`config.mk`:
```
export PLATFORM = sky130hd
export DESIGN_NAME = icache_refill
export DESIGN_NICKNAME = d
export VERILOG_FILES = /design/src/rtl/icache_refill.sv
export SDC_FILE = /design/constraint.sdc
export NUM_CORES = 1
export LEC_CHECK = 0
export CORE_MARGIN = 4
export CORE_UTILIZATION = 45
export CTS_CLUSTER_SIZE = 8
export DETAILED_ROUTE_END_ITERATION = 7
export HOLD_SLACK_MARGIN = 0.1
export PLACE_DENSITY_LB_ADDON = 0.15
export SYNTH_ARGS = -nofsm -noshare
export SYNTH_HDL_FRONTEND = slang
export SYNTH_SLANG_ARGS = --single-unit
```
`constraint.sdc`:
```
create_clock -name clock -period 2.6 [get_ports clock]
set_input_delay 0.52 -clock clock [delete_from_list [all_inputs] [get_ports clock]]
set_output_delay 0.52 -clock clock [all_outputs]
set_load 0.05 [all_outputs]
```
`src/rtl/icache_refill.sv`:
```
// Miss handler / refill engine for the direct-mapped instruction cache.
// Optional next-line prefetch is enabled by defining ICACHE_PREFETCH_EN.
module icache_refill #(
    parameter int NUM_LINES    = 16,
    parameter int TAG_BITS     = 25,
    parameter int DATA_BITS    = 64,
    parameter int NUM_MSHR     = 4,
    parameter int MEM_TAG_BITS = 4
) (
    input  logic                          clock,
    input  logic                          reset,
    input  logic                          fetch_valid,
    input  logic [31:0]                   fetch_addr,
    input  logic                          fetch_hit,
    output logic [1:0]                    proc2mem_command,
    output logic [31:0]                   proc2mem_addr,
    input  logic [MEM_TAG_BITS-1:0]       mem2proc_response,
    input  logic [DATA_BITS-1:0]          mem2proc_data,
    input  logic [MEM_TAG_BITS-1:0]       mem2proc_tag,
    output logic                          wr_en,
    output logic [$clog2(NUM_LINES)-1:0]  wr_idx,
    output logic [TAG_BITS-1:0]           wr_tag,
    output logic [DATA_BITS-1:0]          wr_data,
    output logic                          miss_stall,
    output logic                          mshr_full
);

    localparam int IDX_BITS  = $clog2(NUM_LINES);
    localparam int LINE_BITS = 29;
    localparam int MI        = (NUM_MSHR > 1) ? $clog2(NUM_MSHR) : 1;

    typedef enum logic [1:0] {
        ST_FREE       = 2'd0,
        ST_WAIT_ISSUE = 2'd1,
        ST_WAIT_DATA  = 2'd2
    } mshr_state_t;

    mshr_state_t                 state_reg  [NUM_MSHR];
    mshr_state_t                 state_next [NUM_MSHR];
    logic [LINE_BITS-1:0]        line_reg   [NUM_MSHR];
    logic [LINE_BITS-1:0]        line_next  [NUM_MSHR];
    logic [MEM_TAG_BITS-1:0]     mtag_reg   [NUM_MSHR];
    logic [MEM_TAG_BITS-1:0]     mtag_next  [NUM_MSHR];

    logic [NUM_MSHR-1:0] is_free;
    logic [NUM_MSHR-1:0] is_wait_issue;
    logic [NUM_MSHR-1:0] hit_fetch_line;
    logic [NUM_MSHR-1:0] hit_pf_line;
    logic [NUM_MSHR-1:0] hit_fill;

    logic                 miss;
    logic [LINE_BITS-1:0] fetch_line;
    logic [LINE_BITS-1:0] pf_line;

    logic          alloc_ok, pf_ok, issue_ok, fill_ok;
    logic [MI-1:0] alloc_idx, pf_idx, issue_idx, fill_idx;
    logic          free_found, second_found;

    logic unused_offset;
    assign unused_offset = ^fetch_addr[2:0];

    assign miss       = fetch_valid & ~fetch_hit;
    assign fetch_line = fetch_addr[31:3];
    assign pf_line    = fetch_line + 29'd1;

    // Per-entry match terms; only tracked (non-FREE) entries can match a line.
    genvar gi;
    generate
        for (gi = 0; gi < NUM_MSHR; gi++) begin : g_match
            assign is_free[gi]        = (state_reg[gi] == ST_FREE);
            assign is_wait_issue[gi]  = (state_reg[gi] == ST_WAIT_ISSUE);
            assign hit_fetch_line[gi] = !is_free[gi] && (line_reg[gi] == fetch_line);
            assign hit_pf_line[gi]    = !is_free[gi] && (line_reg[gi] == pf_line);
            assign hit_fill[gi]       = (state_reg[gi] == ST_WAIT_DATA) &&
                                        (mem2proc_tag != '0) &&
                                        (mtag_reg[gi] == mem2proc_tag);
        end
    endgenerate

    // Priority pickers: lowest and second-lowest FREE, lowest WAIT_ISSUE, lowest fill match.
    always_comb begin
        free_found   = 1'b0;
        second_found = 1'b0;
        alloc_idx    = '0;
        pf_idx       = '0;
        issue_ok     = 1'b0;
        issue_idx    = '0;
        fill_ok      = 1'b0;
        fill_idx     = '0;
        for (int i = 0; i < NUM_MSHR; i++) begin
            if (is_free[i]) begin
                if (!free_found) begin
                    free_found = 1'b1;
                    alloc_idx  = MI'(i);
                end else if (!second_found) begin
                    second_found = 1'b1;
                    pf_idx       = MI'(i);
                end
            end
            if (is_wait_issue[i] && !issue_ok) begin
                issue_ok  = 1'b1;
                issue_idx = MI'(i);
            end
            if (hit_fill[i] && !fill_ok) begin
                fill_ok  = 1'b1;
                fill_idx = MI'(i);
            end
        end
    end

    assign alloc_ok = miss && !(|hit_fetch_line) && free_found;

`ifdef ICACHE_PREFETCH_EN
    assign pf_ok = alloc_ok && second_found && !(|hit_pf_line);
`else
    assign pf_ok = 1'b0;
`endif

    // Next-state for every entry; allocation, issue and fill always target distinct entries.
    always_comb begin
        for (int i = 0; i < NUM_MSHR; i++) begin
            state_next[i] = state_reg[i];
            line_next[i]  = line_reg[i];
            mtag_next[i]  = mtag_reg[i];
            if (issue_ok && (MI'(i) == issue_idx) && (mem2proc_response != '0)) begin
                state_next[i] = ST_WAIT_DATA;
                mtag_next[i]  = mem2proc_response;
            end
            if (fill_ok && (MI'(i) == fill_idx)) begin
                state_next[i] = ST_FREE;
            end
            if (alloc_ok && (MI'(i) == alloc_idx)) begin
                state_next[i] = ST_WAIT_ISSUE;
                line_next[i]  = fetch_line;
            end
            if (pf_ok && (MI'(i) == pf_idx)) begin
                state_next[i] = ST_WAIT_ISSUE;
                line_next[i]  = pf_line;
            end
        end
    end

    generate
        for (gi = 0; gi < NUM_MSHR; gi++) begin : g_entry
            always_ff @(posedge clock or negedge reset) begin
                if (!reset) begin
                    state_reg[gi] <= ST_FREE;
                    line_reg[gi]  <= '0;
                    mtag_reg[gi]  <= '0;
                end else begin
                    state_reg[gi] <= state_next[gi];
                    line_reg[gi]  <= line_next[gi];
                    mtag_reg[gi]  <= mtag_next[gi];
                end
            end
        end
    endgenerate

    // Every output is held at zero while reset is asserted.
    always_comb begin
        proc2mem_command = 2'b00;
        proc2mem_addr    = '0;
        wr_en            = 1'b0;
        wr_idx           = '0;
        wr_tag           = '0;
        wr_data          = '0;
        miss_stall       = 1'b0;
        mshr_full        = 1'b0;
        if (reset) begin
            miss_stall = miss;
            mshr_full  = !free_found;
            if (issue_ok) begin
                proc2mem_command = 2'b01;
                proc2mem_addr    = {line_reg[issue_idx], 3'b000};
            end
            if (fill_ok) begin
                wr_en   = 1'b1;
                wr_idx  = line_reg[fill_idx][IDX_BITS-1:0];
                wr_tag  = line_reg[fill_idx][IDX_BITS +: TAG_BITS];
                wr_data = mem2proc_data;
            end
        end
    end

endmodule
```
# Yosys cells after proc, flatten, opt, wreduce, memory -nomap -nowiden
# Index checks and enable logic that the tools add are counted.
dict set report word_totals {
  register_bits 140
  word_cells 161
  inputBits 108
}
dict set report op_classes {
  magnitude_cmp 2
  eq_ne 25
  reduce_logical 62
  n_mux 56
  bitwise_logic 4
}
# cell count
set ops {}
lappend ops {{two-way mux 64 bit} 2}
lappend ops {{binary-select mux 29 bit (select 2 bit)} 2}
lappend ops {{equality test 29 bit} 4}
lappend ops {{two-way mux 29 bit} 4}
lappend ops {{two-way mux 32 bit} 2}
lappend ops {{two-way mux 25 bit} 2}
lappend ops {{two-way mux 2 bit} 21}
lappend ops {{logical AND 1 bit} 36}
lappend ops {{two-way mux 1 bit} 21}
lappend ops {{equality test 4 bit} 4}
lappend ops {{zero test 2 bit} 7}
lappend ops {{equality test 2 bit, first input constant} 6}
lappend ops {{zero test 1 bit} 12}
lappend ops {{nonzero test 3 bit} 4}
lappend ops {{equality test 2 x 1 -> 1 bit, second input constant} 4}
lappend ops {{equality test 2 bit, second input constant} 4}
lappend ops {{two-way mux 4 bit} 2}
lappend ops {{nonzero test 4 bit} 2}
lappend ops {{equality test 1 x 2 -> 1 bit, first input constant} 3}
lappend ops {{>= comparator 3 bit, second input constant} 2}
lappend ops {{NOT 2 -> 3 bit} 2}
lappend ops {{OR reduction 4 bit} 1}
lappend ops {{AND 1 bit} 1}
lappend ops {{NOT 1 bit} 1}

# Depth between registers and ports, before layout
dict set report logic_depth {
  word_depth 19
  ltp_mapped 10
  ltp_nobuf 7
}

# Worst setup path after synthesis
# No wires, ideal clock.
dict set report synth_timing {
  path_kind {input port to output port}
  from {input port mem2proc_tag[3]}
  to {output port wr_idx[0]}
  required_time_ns 2.080
  arrival_time_ns 3.077
  path_buffers 2
  stages 8
  path_slack_ns -0.997
  path_cell_list {clkbuf_1 > or3_1 > a2111oi_4 > a21oi_1 > nand3_1 > nand2_1 > buf_2 > nor3_1}
}
dict set report synth_between {
  elab_chain_len 19
  elab_cells_between_ends 32
  classes_between {eq/ne: 4; mux: 12; bitwise: 1; reduce/logical: 15}
}
# item line_no
set synth_rtl {}
lappend synth_rtl {{start: declaration} 19} ;# input logic [MEM_TAG_BITS-1:0] mem2proc_tag,
lappend synth_rtl {{nonzero test 4 bit} 75} ;# (mem2proc_tag != '0) &&
lappend synth_rtl {{logical AND 1 bit} 74} ;# assign hit_fill[gi] = (state_reg[gi] == ST_WAIT_DATA) &&
lappend synth_rtl {{logical AND 1 bit} 75}
lappend synth_rtl {{two-way mux 1 bit} 104} ;# if (hit_fill[i] && !fill_ok) begin
lappend synth_rtl {{zero test 1 bit} 104}
lappend synth_rtl {{logical AND 1 bit} 104}
lappend synth_rtl {{two-way mux 1 bit} 104}
lappend synth_rtl {{zero test 1 bit} 104}
lappend synth_rtl {{[2 not listed]} n/a}
lappend synth_rtl {{zero test 1 bit} 104}
lappend synth_rtl {{logical AND 1 bit} 104}
lappend synth_rtl {{two-way mux 2 bit} 104}
lappend synth_rtl {{NOT 2 -> 3 bit (not written as such)} 178} ;# wr_idx = line_reg[fill_idx][IDX_BITS-1:0];
lappend synth_rtl {{binary-select mux 29 bit (select 2 bit)} 178}
lappend synth_rtl {{two-way mux 29 bit (2 in series)} n/a}
lappend synth_rtl {{two-way mux 4 bit *} 176} ;# if (fill_ok) begin
lappend synth_rtl {{two-way mux 4 bit *} 169} ;# if (reset) begin
lappend synth_rtl {{end: declaration} 21} ;# output logic [$clog2(NUM_LINES)-1:0] wr_idx,
# Every way passes the cells marked *; elsewhere a longest branch is shown, timed or not. The select of a mux whose other input is x is not followed.

# Worst setup path in the final report
dict set report layout_timing {
  from {register mtag_reg[15] (netlist name)}
  to {output port wr_tag[11]}
}
dict set report layout_between {
  elab_chain_len 18
  elab_cells_between_ends 21
  classes_between {eq/ne: 1; mux: 12; bitwise: 1; reduce/logical: 7}
}
# item line_no
set layout_rtl {}
lappend layout_rtl {{start: declaration} 42} ;# logic [MEM_TAG_BITS-1:0] mtag_reg [NUM_MSHR];
lappend layout_rtl {{start signal: indexed assignment} 153} ;# mtag_reg[gi] <= mtag_next[gi];
lappend layout_rtl {{equality test 4 bit *} 76} ;# (mtag_reg[gi] == mem2proc_tag);
lappend layout_rtl {{logical AND 1 bit *} 75}
lappend layout_rtl {{two-way mux 1 bit *} 104}
lappend layout_rtl {{zero test 1 bit} 104}
lappend layout_rtl {{logical AND 1 bit} 104}
lappend layout_rtl {{two-way mux 1 bit} 104}
lappend layout_rtl {{zero test 1 bit} 104}
lappend layout_rtl {{logical AND 1 bit} 104}
lappend layout_rtl {{two-way mux 1 bit} 104}
lappend layout_rtl {{zero test 1 bit} 104}
lappend layout_rtl {{logical AND 1 bit} 104}
lappend layout_rtl {{two-way mux 2 bit} 104}
lappend layout_rtl {{NOT 2 -> 3 bit (not written as such)} 179} ;# wr_tag = line_reg[fill_idx][IDX_BITS +: TAG_BITS];
lappend layout_rtl {{binary-select mux 29 bit (select 2 bit)} 179}
lappend layout_rtl {{two-way mux 29 bit (not written as such) (2 in series)} 179}
lappend layout_rtl {{two-way mux 25 bit *} 176}
lappend layout_rtl {{two-way mux 25 bit *} 169}
lappend layout_rtl {{end: declaration} 22} ;# output logic [TAG_BITS-1:0] wr_tag,
# Marks and branches as above.

==> results <==
==> path summary, 6_finish.rpt <==
| check | from | to | slack [ns] | cells after the start |
|---|---|---|---|---|
| max in group asynchronous | reset | line_reg[62] | 1.07 | 3 |
| worst min register to register | mtag_reg[13] | mtag_reg[13] | 0.54 | 2 |
| worst max register to register | line_reg[66] | line_reg[66] | -0.47 | 9 |
| min in group clock | fetch_addr[18] | line_reg[73] | 0.50 | 2 |
| worst max-delay path | mtag_reg[15] | wr_tag[11] | -0.68 | 11 |
| worst min-delay path | reset | mtag_reg[6] | 0.13 | 2 |
==> report_power, final <==
group | switching, uW | internal (uW) | total, uW | leakage [uW]
sequential | 1910 | 3230 | 5140 | 0.00171
clock | 1060 | 1540 | 2590 | 0.000288
combinational | 6540 | 5770 | 12300 | 0.00481
total | 9510 | 10500 | 20000 | 0.00680
==> layout by cell type, fill, tap and decap left out, types with 47 or more instances in the layout <==
cell type	instances
sky130_fd_sc_hd__dfrtp_1	138
sky130_fd_sc_hd__buf_4	99
sky130_fd_sc_hd__clkdlybuf4s50_1	85
sky130_fd_sc_hd__nand2_1	76
sky130_fd_sc_hd__mux2_2	75
sky130_fd_sc_hd__xnor2_1	68
sky130_fd_sc_hd__buf_8	67
sky130_fd_sc_hd__and3_4	65
sky130_fd_sc_hd__buf_12	64
sky130_fd_sc_hd__xor2_1	48
sky130_fd_sc_hd__buf_6	47
==> layout make-up <==
class / instances / area, um^2
Multi-Input combinational cell: 677 / 7276
Timing Repair Buffer: 409 / 5345
Sequential cell: 140 / 3506
Fill cell: 759 / 2555
Clock buffer: 18 / 439.2
Tap cell: 265 / 331.6
Clock inverter: 14 / 170.2
Inverter: 6 / 26.28
Antenna cell: 2 / 5.005
==> cell families (layout without fill, tap and decap cells) <==
logic type | count (synthesis) | after routing | synth area share
multiplexers | 116 | 116 | 0.1438
buffers and inverters | 109 | 447 | 0.06101
other | 1 | 6 | 0.0004128
flip-flops | 140 | 140 | 0.3856
AO/OA/AOI/OAI | 146 | 146 | 0.1165
XOR/XNOR | 128 | 128 | 0.1234
AND/OR/NAND/NOR | 283 | 283 | 0.1693
==> per-stage QoR <==
| stage | worst slack [ns] | util | setup TNS [ns] | hold slack [ns] |
|---|---|---|---|---|
| after floorplan | -0.2776 | - | -12.43 | 0.2244 |
| after global placement | -0.9845 | 0.6783 | -127.69 | 0.4819 |
| after detailed placement | -0.9606 | 0.6783 | -128.26 | 0.4867 |
| after CTS | -0.6846 | 0.8211 | -61.76 | 0.1299 |
| after global routing | -0.7694 | 0.8699 | -134.61 | 0.1470 |
| final | -0.6797 | 0.8700 | -123.05 | 0.1315 |
==> worst max-delay path, delay by kind of cell (launching register included) <==
family	cells	cell delay, ns
AO/OA/AOI/OAI	2	0.39
flip-flops	1	0.40
AND/OR/NAND/NOR	3	0.66
buffers and inverters	6	0.87
==> metal layers <==
layer | routed length [um] | part of all wire | up-vias
met1 | 16770 | 0.32 | 5096
met4 | 4775 | 0.092 | 2
met2 | 23970 | 0.46 | 956
met5 | 18 | 0.00035 | -
li1 | - | - | 4031
met3 | 6584 | 0.13 | 361
==> what timing repair did <==
action	4_1_cts	5_1_grt
setup buffers	24	18
pin swaps	27	41
resized for setup	328	125
cloned	15	12
endpoints found under the setup margin	239	240
==> impl_metrics.csv <==
group,metric,value,unit
logic_synthesis,synth-edff-count,0,
logic_synthesis,synth.ff_latch_count,140,
worst_setup_path,worstPathMaxFanout,7,
logic_synthesis,synthFlopType,"sky130_fd_sc_hd__dfrtp_1",
drt,antenna_violating_nets_post_route,0,
run_status,status,"finished with violations",
sta,fmaxAchievable,304.9,MHz
sta,period_minus_slack,3.280,ns
sta,timing.final.hold_violations,0,
worst_setup_path,critPathKind,"flop to primary output",
layout,final_cells,1531,
logic_synthesis,synthArstFlopShare,1.000,
sta,rsz0062_at_grt,"yes",
global_routing,grt_usage,0.3783,
global_routing,grt_antenna_before_repair,2,
global_routing,grtUsageMet1,0.4360,
floorplan,die_h,150.1,um
global_routing,maximum_number_of_pins_on_one_net_before_global_route_repair,83,
worst_setup_path,critical_path.max_stage_delay,0.40,ns
floorplan,io_pins,238,
sta,final.setup_skew,0.01298,ns
logic_synthesis,synth_sequential_area_ratio,0.3856,
logic_synthesis,synth_area_leaders,"sky130_fd_sc_hd__dfrtp_1 39%, sky130_fd_sc_hd__mux2_2 9.3%, sky130_fd_sc_hd__xnor2_1 7.6%",
clocking,clk_pin_slew_worst_paths,0.07,ns
place,dp_cells,1438,
global_routing,global_route.usage.met2,0.6296,
floorplan,rows,51,
place,dpl-instance-area,13330,um^2
place,globalplace.congestion,0.9190,
drt,detailedRoute.firstIterationViolations,1278,
floorplan,initial_core_util,0.4622,
hold_path,holdCritPathClass,"input port to async pin",
drt,drt_pass1_iterations,5,
run_status,failed_checks,"negative setup slack",
layout,design.final.nets,1359,
global_routing,groute.layer.met3.usage,0.09903,
clocking,clkSinkCount,140,
sta,count_of_final_setup_violators,244,
logic_synthesis,synth_area,9085,um^2
logic_synthesis,synthMostInstantiatedCell,"sky130_fd_sc_hd__dfrtp_1",
logic_synthesis,synth_common_cells,"140 x sky130_fd_sc_hd__dfrtp_1, 79 x sky130_fd_sc_hd__nand2_1, 79 x sky130_fd_sc_hd__xnor2_1, 75 x sky130_fd_sc_hd__mux2_2, 65 x sky130_fd_sc_hd__and3_1",
layout,final_layout_size_suffix_gt1_frac,0.5277,
power_and_ir_drop,finalPower,20050,uW
clocking,cts_max_path_buffers,2,
layout,final_cell_area,17100,um^2
power_and_ir_drop,pwr_density_cell,1172,nW/um^2
layout,largest_register_ff_count,116,
sta,timing_worst_slew_pin_value,0.9864,ns
sta,period_share,1.261,
clocking,maximum_level_of_the_cts_h_tree,4,
worst_setup_path,timing.critical_path.to_type,"primary output",
worst_setup_path,path_cells,"or3_4, a2111oi_4, buf_4, buf_6, or2_4, buf_12, buf_16, buf_12, o22ai_4, nor3_4, buf_6",
logic_synthesis,synth_top_area_frac,0.3856,
logic_synthesis,yosysWarningCount,0,
clocking,tritoncts,"done",
floorplan,fp.dieW,150.1,um
layout,area_growth_syn_to_layout,88.21,%
worst_setup_path,timing.critical_path.slowest_stage_cell,"sky130_fd_sc_hd__dfrtp_1",
logic_synthesis,yosys.area.top_type,"sky130_fd_sc_hd__dfrtp_1",
power_and_ir_drop,vdd_drop_max,0.7380,mV
clocking,holdBufCountCts,0,
clocking,cts_inserted_buffers,17,
logic_synthesis,syn_inst,923,
drt,drt-wirelength-per-cell,34.04,um
worst_setup_path,start_kind,"flop",
global_routing,grt_pass1_vias,9989,
place,port-buffer-count,230,
sta,layout_setup_ws,-0.6797,ns
drt,remaining_drc_errors,0,
worst_setup_path,required_time_of_the_critical_path,2.08,ns
drt,detail_route.vias_per_cell,6.823,
clocking,clk_latency,0.44,ns
global_routing,grt.overflow.total,0,
sta,finalMaxSlewViolations,0,
logic_synthesis,synth.distinct_cells,45,
worst_setup_path,crit_arrival,2.76,ns
floorplan,design.core.area,19650,um^2
global_routing,global_route.peak_usage_layer,"met2",
drt,totalWireLength,52120,um
flow_run,drv.max_cap_violation_count,0,
global_routing,grt_first_pass_wirelength,63340,um
place,place.detailed.hpwl,26660,um
floorplan,dieArea,22530,um^2
logic_synthesis,synth_area_per_cell,9.843,um^2
sta,worst_slew_margin_rel,0.3424,
drt,dr_total_vias,10450,
clocking,root_buffer,"sky130_fd_sc_hd__clkbuf_16",
power_and_ir_drop,total_leakage_power,0.006802,uW
Note: power is estimated with default switching activity, not from simulation.
